**config.mk**
```make
export PLATFORM = sky130hd
export DESIGN_NAME = id_queue_stage
export DESIGN_NICKNAME = d
export VERILOG_FILES = /design/src/rtl/id_queue_stage.sv
export SDC_FILE = /design/constraint.sdc
export NUM_CORES = 1
export LEC_CHECK = 0
export ABC_AREA = 1
export CAP_MARGIN = 15
export CORE_MARGIN = 1.5
export CORE_UTILIZATION = 35
export CTS_CLUSTER_SIZE = 14
export DETAILED_ROUTE_END_ITERATION = 10
export HOLD_SLACK_MARGIN = 0.05
export PLACE_DENSITY = 0.59
export RECOVER_POWER = 50
export SLEW_MARGIN = 20
export SYNTH_ARGS = -nofsm -noshare
export SYNTH_HDL_FRONTEND = slang
export SYNTH_SLANG_ARGS = --single-unit
export TNS_END_PERCENT = 10
```
**constraint.sdc**
```tcl
create_clock -name clk_i -period 4.65 [get_ports clk_i]
set_input_delay 0.93 -clock clk_i [delete_from_list [all_inputs] [get_ports clk_i]]
set_output_delay 0.93 -clock clk_i [all_outputs]
set_load 0.01 [all_outputs]
```
**src/rtl/id_queue_stage.sv**
```systemverilog
`timescale 1ns/1ps
`default_nettype none
// ============================================================================
// id_queue_stage : instruction queue, head decode, forwarded operand read and
//                  registered ID/EX output with valid/ready handshake
// Revision       : 1.0
// ============================================================================
module id_queue_stage #(
  parameter int DEPTH   = 4,
  parameter int XLEN    = 32,
  parameter int NUM_FWD = 2
) (
  input  logic                        clk_i,
  input  logic                        rst_i,
  input  logic                        if_valid_i,
  output logic                        if_ready_o,
  input  logic [XLEN-1:0]             if_pc_i,
  input  logic [31:0]                 if_insn_i,
  output logic [4:0]                  rf_rs1_addr_o,
  output logic [4:0]                  rf_rs2_addr_o,
  input  logic [XLEN-1:0]             rf_rs1_rdata_i,
  input  logic [XLEN-1:0]             rf_rs2_rdata_i,
  input  logic [NUM_FWD-1:0]          fwd_valid_i,
  input  logic [NUM_FWD*5-1:0]        fwd_rd_addr_i,
  input  logic [NUM_FWD*XLEN-1:0]     fwd_rd_wdata_i,
  input  logic                        ex_load_valid_i,
  input  logic [4:0]                  ex_load_rd_addr_i,
  input  logic                        flush_i,
  output logic                        id_valid_o,
  input  logic                        id_ready_i,
  output logic [XLEN-1:0]             id_pc_o,
  output logic [31:0]                 id_insn_o,
  output logic [4:0]                  id_rs1_addr_o,
  output logic [4:0]                  id_rs2_addr_o,
  output logic [4:0]                  id_rd_addr_o,
  output logic [XLEN-1:0]             id_rs1_rdata_o,
  output logic [XLEN-1:0]             id_rs2_rdata_o,
  output logic                        id_trap_valid_o,
  output logic [31:0]                 id_trap_mcause_o,
  output logic [$clog2(DEPTH+1)-1:0]  count_o
);

  localparam int PW = (DEPTH > 1) ? $clog2(DEPTH) : 1;
  localparam int CW = $clog2(DEPTH + 1);
  localparam logic [CW-1:0] C_DEPTH   = CW'(DEPTH);
  localparam logic [CW-1:0] C_CNT_ONE = CW'(1);
  localparam logic [PW-1:0] C_PTR_ONE = PW'(1);
  localparam logic [31:0]   C_MCAUSE_ILLEGAL = 32'd2;

  localparam logic [6:0] C_OPC_OP     = 7'b0110011;
  localparam logic [6:0] C_OPC_OPIMM  = 7'b0010011;
  localparam logic [6:0] C_OPC_LOAD   = 7'b0000011;
  localparam logic [6:0] C_OPC_STORE  = 7'b0100011;
  localparam logic [6:0] C_OPC_BRANCH = 7'b1100011;
  localparam logic [6:0] C_OPC_JAL    = 7'b1101111;
  localparam logic [6:0] C_OPC_JALR   = 7'b1100111;
  localparam logic [6:0] C_OPC_LUI    = 7'b0110111;
  localparam logic [6:0] C_OPC_AUIPC  = 7'b0010111;
  localparam logic [6:0] C_OPC_SYSTEM = 7'b1110011;
  localparam logic [6:0] C_OPC_MISC   = 7'b0001111;

  logic [XLEN-1:0] pc_mem_q   [DEPTH];
  logic [31:0]     insn_mem_q [DEPTH];
  logic [PW-1:0]   wr_ptr_q, rd_ptr_q;
  logic [CW-1:0]   count_q, count_d;

  logic            id_valid_q, id_valid_d;
  logic [XLEN-1:0] id_pc_q, id_rs1_rdata_q, id_rs2_rdata_q;
  logic [31:0]     id_insn_q, id_mcause_q;
  logic [4:0]      id_rs1_addr_q, id_rs2_addr_q, id_rd_addr_q;
  logic            id_trap_q;

  logic            head_valid, push, load, hazard;
  logic [31:0]     head_insn;
  logic [XLEN-1:0] head_pc;
  logic            use_rs1, use_rs2, use_rd, legal;
  logic [4:0]      dec_rs1, dec_rs2, dec_rd;
  logic [XLEN-1:0] op1_data, op2_data;

  // Lowest forwarding index wins, so scan from the top and let lower ones overwrite.
  function automatic logic [XLEN-1:0] sel_operand(
    input logic [4:0]              addr,
    input logic [XLEN-1:0]         rf_data,
    input logic [NUM_FWD-1:0]      fv,
    input logic [NUM_FWD*5-1:0]    fa,
    input logic [NUM_FWD*XLEN-1:0] fd
  );
    logic [XLEN-1:0] r;
    r = rf_data;
    for (int i = NUM_FWD - 1; i >= 0; i--) begin
      if (fv[i] && (fa[i*5 +: 5] == addr)) r = fd[i*XLEN +: XLEN];
    end
    if (addr == 5'd0) r = '0;
    return r;
  endfunction

  assign if_ready_o = (count_q < C_DEPTH);
  assign head_valid = (count_q != '0);
  assign push       = if_valid_i && if_ready_o && !flush_i;
  assign head_insn  = insn_mem_q[rd_ptr_q];
  assign head_pc    = pc_mem_q[rd_ptr_q];

  always_comb begin
    use_rs1 = 1'b0;
    use_rs2 = 1'b0;
    use_rd  = 1'b0;
    legal   = 1'b1;
    case (head_insn[6:0])
      C_OPC_OP:                  begin use_rs1 = 1'b1; use_rs2 = 1'b1; use_rd = 1'b1; end
      C_OPC_OPIMM, C_OPC_LOAD:   begin use_rs1 = 1'b1; use_rd = 1'b1; end
      C_OPC_STORE, C_OPC_BRANCH: begin use_rs1 = 1'b1; use_rs2 = 1'b1; end
      C_OPC_JALR:                begin use_rs1 = 1'b1; use_rd = 1'b1; end
      C_OPC_JAL, C_OPC_LUI, C_OPC_AUIPC: use_rd = 1'b1;
      C_OPC_SYSTEM: begin
        use_rs1 = (head_insn[14:12] != 3'd0) && (head_insn[14:12] <= 3'd3);
        use_rd  = (head_insn[14:12] != 3'd0);
      end
      C_OPC_MISC: ;
      default: legal = 1'b0;
    endcase
    if (head_insn[1:0] != 2'b11) legal = 1'b0;
    dec_rs1 = (legal && use_rs1) ? head_insn[19:15] : 5'd0;
    dec_rs2 = (legal && use_rs2) ? head_insn[24:20] : 5'd0;
    dec_rd  = (legal && use_rd)  ? head_insn[11:7]  : 5'd0;
  end

  assign rf_rs1_addr_o = dec_rs1;
  assign rf_rs2_addr_o = dec_rs2;
  assign op1_data = sel_operand(dec_rs1, rf_rs1_rdata_i, fwd_valid_i, fwd_rd_addr_i, fwd_rd_wdata_i);
  assign op2_data = sel_operand(dec_rs2, rf_rs2_rdata_i, fwd_valid_i, fwd_rd_addr_i, fwd_rd_wdata_i);

  // Unused source addresses decode to 0, so comparing against them is safe.
  assign hazard = head_valid && ex_load_valid_i && (ex_load_rd_addr_i != 5'd0) &&
                  ((ex_load_rd_addr_i == dec_rs1) || (ex_load_rd_addr_i == dec_rs2));
  assign load   = head_valid && !hazard && (!id_valid_q || id_ready_i);

  always_comb begin
    count_d = count_q;
    case ({push, load})
      2'b10:   count_d = count_q + C_CNT_ONE;
      2'b01:   count_d = count_q - C_CNT_ONE;
      default: count_d = count_q;
    endcase
  end

  always_comb begin
    id_valid_d = id_valid_q;
    if (load)            id_valid_d = 1'b1;
    else if (id_ready_i) id_valid_d = 1'b0;
  end

  always_ff @(posedge clk_i) begin
    if (push) begin
      pc_mem_q[wr_ptr_q]   <= if_pc_i;
      insn_mem_q[wr_ptr_q] <= if_insn_i;
    end
  end

  always_ff @(posedge clk_i) begin
    if (rst_i) begin
      wr_ptr_q       <= '0;
      rd_ptr_q       <= '0;
      count_q        <= '0;
      id_valid_q     <= 1'b0;
      id_pc_q        <= '0;
      id_insn_q      <= '0;
      id_rs1_addr_q  <= '0;
      id_rs2_addr_q  <= '0;
      id_rd_addr_q   <= '0;
      id_rs1_rdata_q <= '0;
      id_rs2_rdata_q <= '0;
      id_trap_q      <= 1'b0;
      id_mcause_q    <= '0;
    end else if (flush_i) begin
      wr_ptr_q   <= '0;
      rd_ptr_q   <= '0;
      count_q    <= '0;
      id_valid_q <= 1'b0;
    end else begin
      if (push) wr_ptr_q <= wr_ptr_q + C_PTR_ONE;
      if (load) rd_ptr_q <= rd_ptr_q + C_PTR_ONE;
      count_q    <= count_d;
      id_valid_q <= id_valid_d;
      if (load) begin
        id_pc_q        <= head_pc;
        id_insn_q      <= head_insn;
        id_rs1_addr_q  <= dec_rs1;
        id_rs2_addr_q  <= dec_rs2;
        id_rd_addr_q   <= dec_rd;
        id_rs1_rdata_q <= op1_data;
        id_rs2_rdata_q <= op2_data;
        id_trap_q      <= !legal;
        id_mcause_q    <= legal ? 32'd0 : C_MCAUSE_ILLEGAL;
      end
    end
  end

  assign id_valid_o       = id_valid_q;
  assign id_pc_o          = id_pc_q;
  assign id_insn_o        = id_insn_q;
  assign id_rs1_addr_o    = id_rs1_addr_q;
  assign id_rs2_addr_o    = id_rs2_addr_q;
  assign id_rd_addr_o     = id_rd_addr_q;
  assign id_rs1_rdata_o   = id_rs1_rdata_q;
  assign id_rs2_rdata_o   = id_rs2_rdata_q;
  assign id_trap_valid_o  = id_trap_q;
  assign id_trap_mcause_o = id_mcause_q;
  assign count_o          = count_q;

endmodule
`default_nettype wire

```
==> impl_metrics.toml <==
[global_route]
grt_antenna_before_repair = 18
grt_usage = 0.219
grt_pass1_wl_mm = 91.1
first_global_vias = 15187
grt-ovfl-total = 0
grt_max_degree = 86

[cts]
clkTransAtPathRegs_ns = 0.06
cts_buffers = 47
post_cts_resized = 0
tritoncts = "yes"
clock_latency_ns = 0.60
root_buffer = "clkbuf_16"
clkSinkCount = 410
htree_levels = 2
ctsHoldBuffers = 0
post_cts_buffers = 0
clockBufferDepth = 3

[detailed_routing]
route.antenna.remaining_nets = 0
vias = 16035
firstDrtPassIters = 5
first_iter_violations = 1235
wl_mm = 61.3
wl_per_cell_um = 18.6
via_per_inst = 4.88
drc = 0

[floorplanning]
initial_core_util = 0.355
die_x_um = 234
top_level_ports = 406
die-area_sq_um = 54700
row_count = 84
core_sq_um = 52700
die_h_um = 234

[sta]
fin_worst_skew_ns = 0.0154
setup_viol = 0
rsz0062_at_grt = "false"
relSlewSlack = -0.209
hold_viol = 0
setup-tns-final_ns = 0
maxSlewViolCount = 27
fmax_mhz = 240
fin_crit_sh = 0.897
tightest_slew_ns = 1.81
fin_crit_ns = 4.17
whs_ns = 0.461

[layout]
postLayoutCoreUtil = 0.468
area_growth_syn_to_layout_pct = 32.0
layout_commonest_cell = "nand2_1"
layout_common_cells = "nand2_1, nor2_1, edfxtp_1, dlygate4sd3_1, inv_1"
instances_no_fill = 3288
fin_nets = 2780
finish.instance_area_sq_um = 24700
drive_gt1_frac = 0.0577

[flow_run]
maxCapViolations = 2

[run_status]
outcome = "finished, violations left"
violations = "max-capacitance violations, max-slew violations"

[placed_design]
dpl.hpwl_mm = 42.5
io_buffer_count = 374
dp.cells = 3198
postPlaceCellArea_sq_um = 23000
gp_congestion = 0.937

[worst_setup_path]
cpMaxStageDelayCell = "clkdlybuf4s50_1"
slowest_delay_ns = 0.59
path_cells = "buf_4, nand2_1, nand2_1, nand2_1, nand2_1, nand2_2, nor2_8, nand3_1, nand2_4, nand2_1, inv_1, clkdlybuf4s50_1"
crit_fanout = 33
crit_family = "simple AND/OR/NAND/NOR gates"
crit_type = "reg2out"
path_buf_inv = 3
cp.required_ns = 3.72
worstPathArrival_ns = 3.24
cpMostUsedCell = "nand2_1"
cp-start-kind = "flip-flop"
endpoint_kind = "output pin"

[pwr]
irDropWorstVdd_mv = 0.289
powerDensity_nw_per_um2 = 368
p_leak_nw = 10.5

[synthesis]
synth_edf_count = 256
synth_seq_area_share = 0.577
dominantRegCellSynth = "edfxtp_1"
ys_ff_latch = 410
async_flop_share = 0
netlist_instances = 2227
synth.distinct_cells = 35
synth.avg_cell_area_sq_um = 8.38
yosys_warnings = 0
synthesis.area_sq_um = 18700

[min_path]
hold_path.class = "reg2reg"
min_from = "id_insn_o[7]"
[Yosys cell counts (3+ instances only)]
cell type,number,area [sq um]
nand2_1,587,2200
nor2_1,447,1680
edfxtp_1,256,7690
inv_1,186,698
dfxtp_1,154,3080
nand3_1,133,666
o21ai_0,115,576
clkbuf_1,61,229
buf_2,52,260
o22ai_1,46,288
nand4_1,43,269
buf_4,40,300
a21oi_1,38,190
a32oi_1,9,78.8
xor2_1,9,78.8
nand2_2,8,50.1
inv_2,7,26.3
nor3_1,6,30.0
buf_1,5,18.8
ha_1,5,62.6
o21ai_1,3,15.0
xnor2_1,3,26.3
[final cells by class]
type | count | area [sq um]
clock buffer | 53 | 1220
clock inverter | 35 | 447
tap | 688 | 861
antenna | 2 | 5.00
inverter | 194 | 729
timing repair buffer | 411 | 4100
multi-input combinational | 1495 | 6520
sequential | 410 | 10800
fill | 5033 | 28000
[kinds of logic after synthesis]
family	Yosys count	share of synthesized area
AO/OA/AOI/OAI	214	0.0629
flip-flops	410	0.577
adder cells (fa/ha/maj)	6	0.00442
AND/OR/NAND/NOR	1232	0.268
buffers and inverters	352	0.0823
other	1	0.000201
XOR/XNOR	12	0.00563
[worst reg2reg max path, stage by stage (launching register included)]
cell	delay (ns)
dfxtp_1	0.32
inv_2	0.34
nand3_1	0.13
nand2_1	0.20
inv_2	0.09
nor2_1	0.17
inv_2	0.07
nand2_2	0.11
nand3_1	0.24
o21ai_0	0.25
nor2_1	0.06
nand3_1	0.08
nand2_1	0.09
nand2_2	0.10
nand4_4	0.69
buf_12	0.48
nor2_1	0.27
nor2_1	0.08
[registers in the layout, indices dropped and copies added, names as in the netlist, 5 cells and up, named ones only]
register / count
insn_mem_q: 128
pc_mem_q: 128
id_insn_o: 32
id_pc_o: 32
id_rs1_rdata_o: 32
id_rs2_rdata_o: 32
id_rd_addr_o: 5
id_rs1_addr_o: 5
id_rs2_addr_o: 5
[layer usage]
metal | up-vias | part of all wire | track usage
li1 | 7823 | - | -
met1 | 7456 | 0.40 | 0.266
met2 | 600 | 0.48 | 0.377
met3 | 132 | 0.079 | 0.0517
met4 | 24 | 0.035 | 0.0839
met5 | - | 0.0024 | 0
[metrics by stage]
| step | worst slack, ns | power (mW) |
|---|---|---|
| floorplan | 0.177 | 4.68 |
| global route | 0.167 | 9.45 |
| detailed placement | 0.768 | 5.25 |
| global placement | 0.761 | 5.24 |
| CTS | 0.452 | 9.24 |
| finish | 0.479 | 9.07 |
[where the power goes]
group          switching [mW]  internal, mW
clock network            1.59          2.36
registers              0.0551          3.99
logic                   0.629         0.454
total                    2.27          6.80
[path summary, 6_finish.rpt]
| check | cells after the start | slack (ns) | endpoint |
|---|---|---|---|
| worst max-delay path | 12 | 0.48 | rf_rs1_addr_o[3] |
| worst min-delay path | 2 | 0.46 | id_insn_o[7] |
| worst max register to register | 17 | 0.76 | id_insn_o[15] |
| worst min register to register | 2 | 0.46 | id_insn_o[7] |
Note: power is estimated with default switching activity, not from simulation.
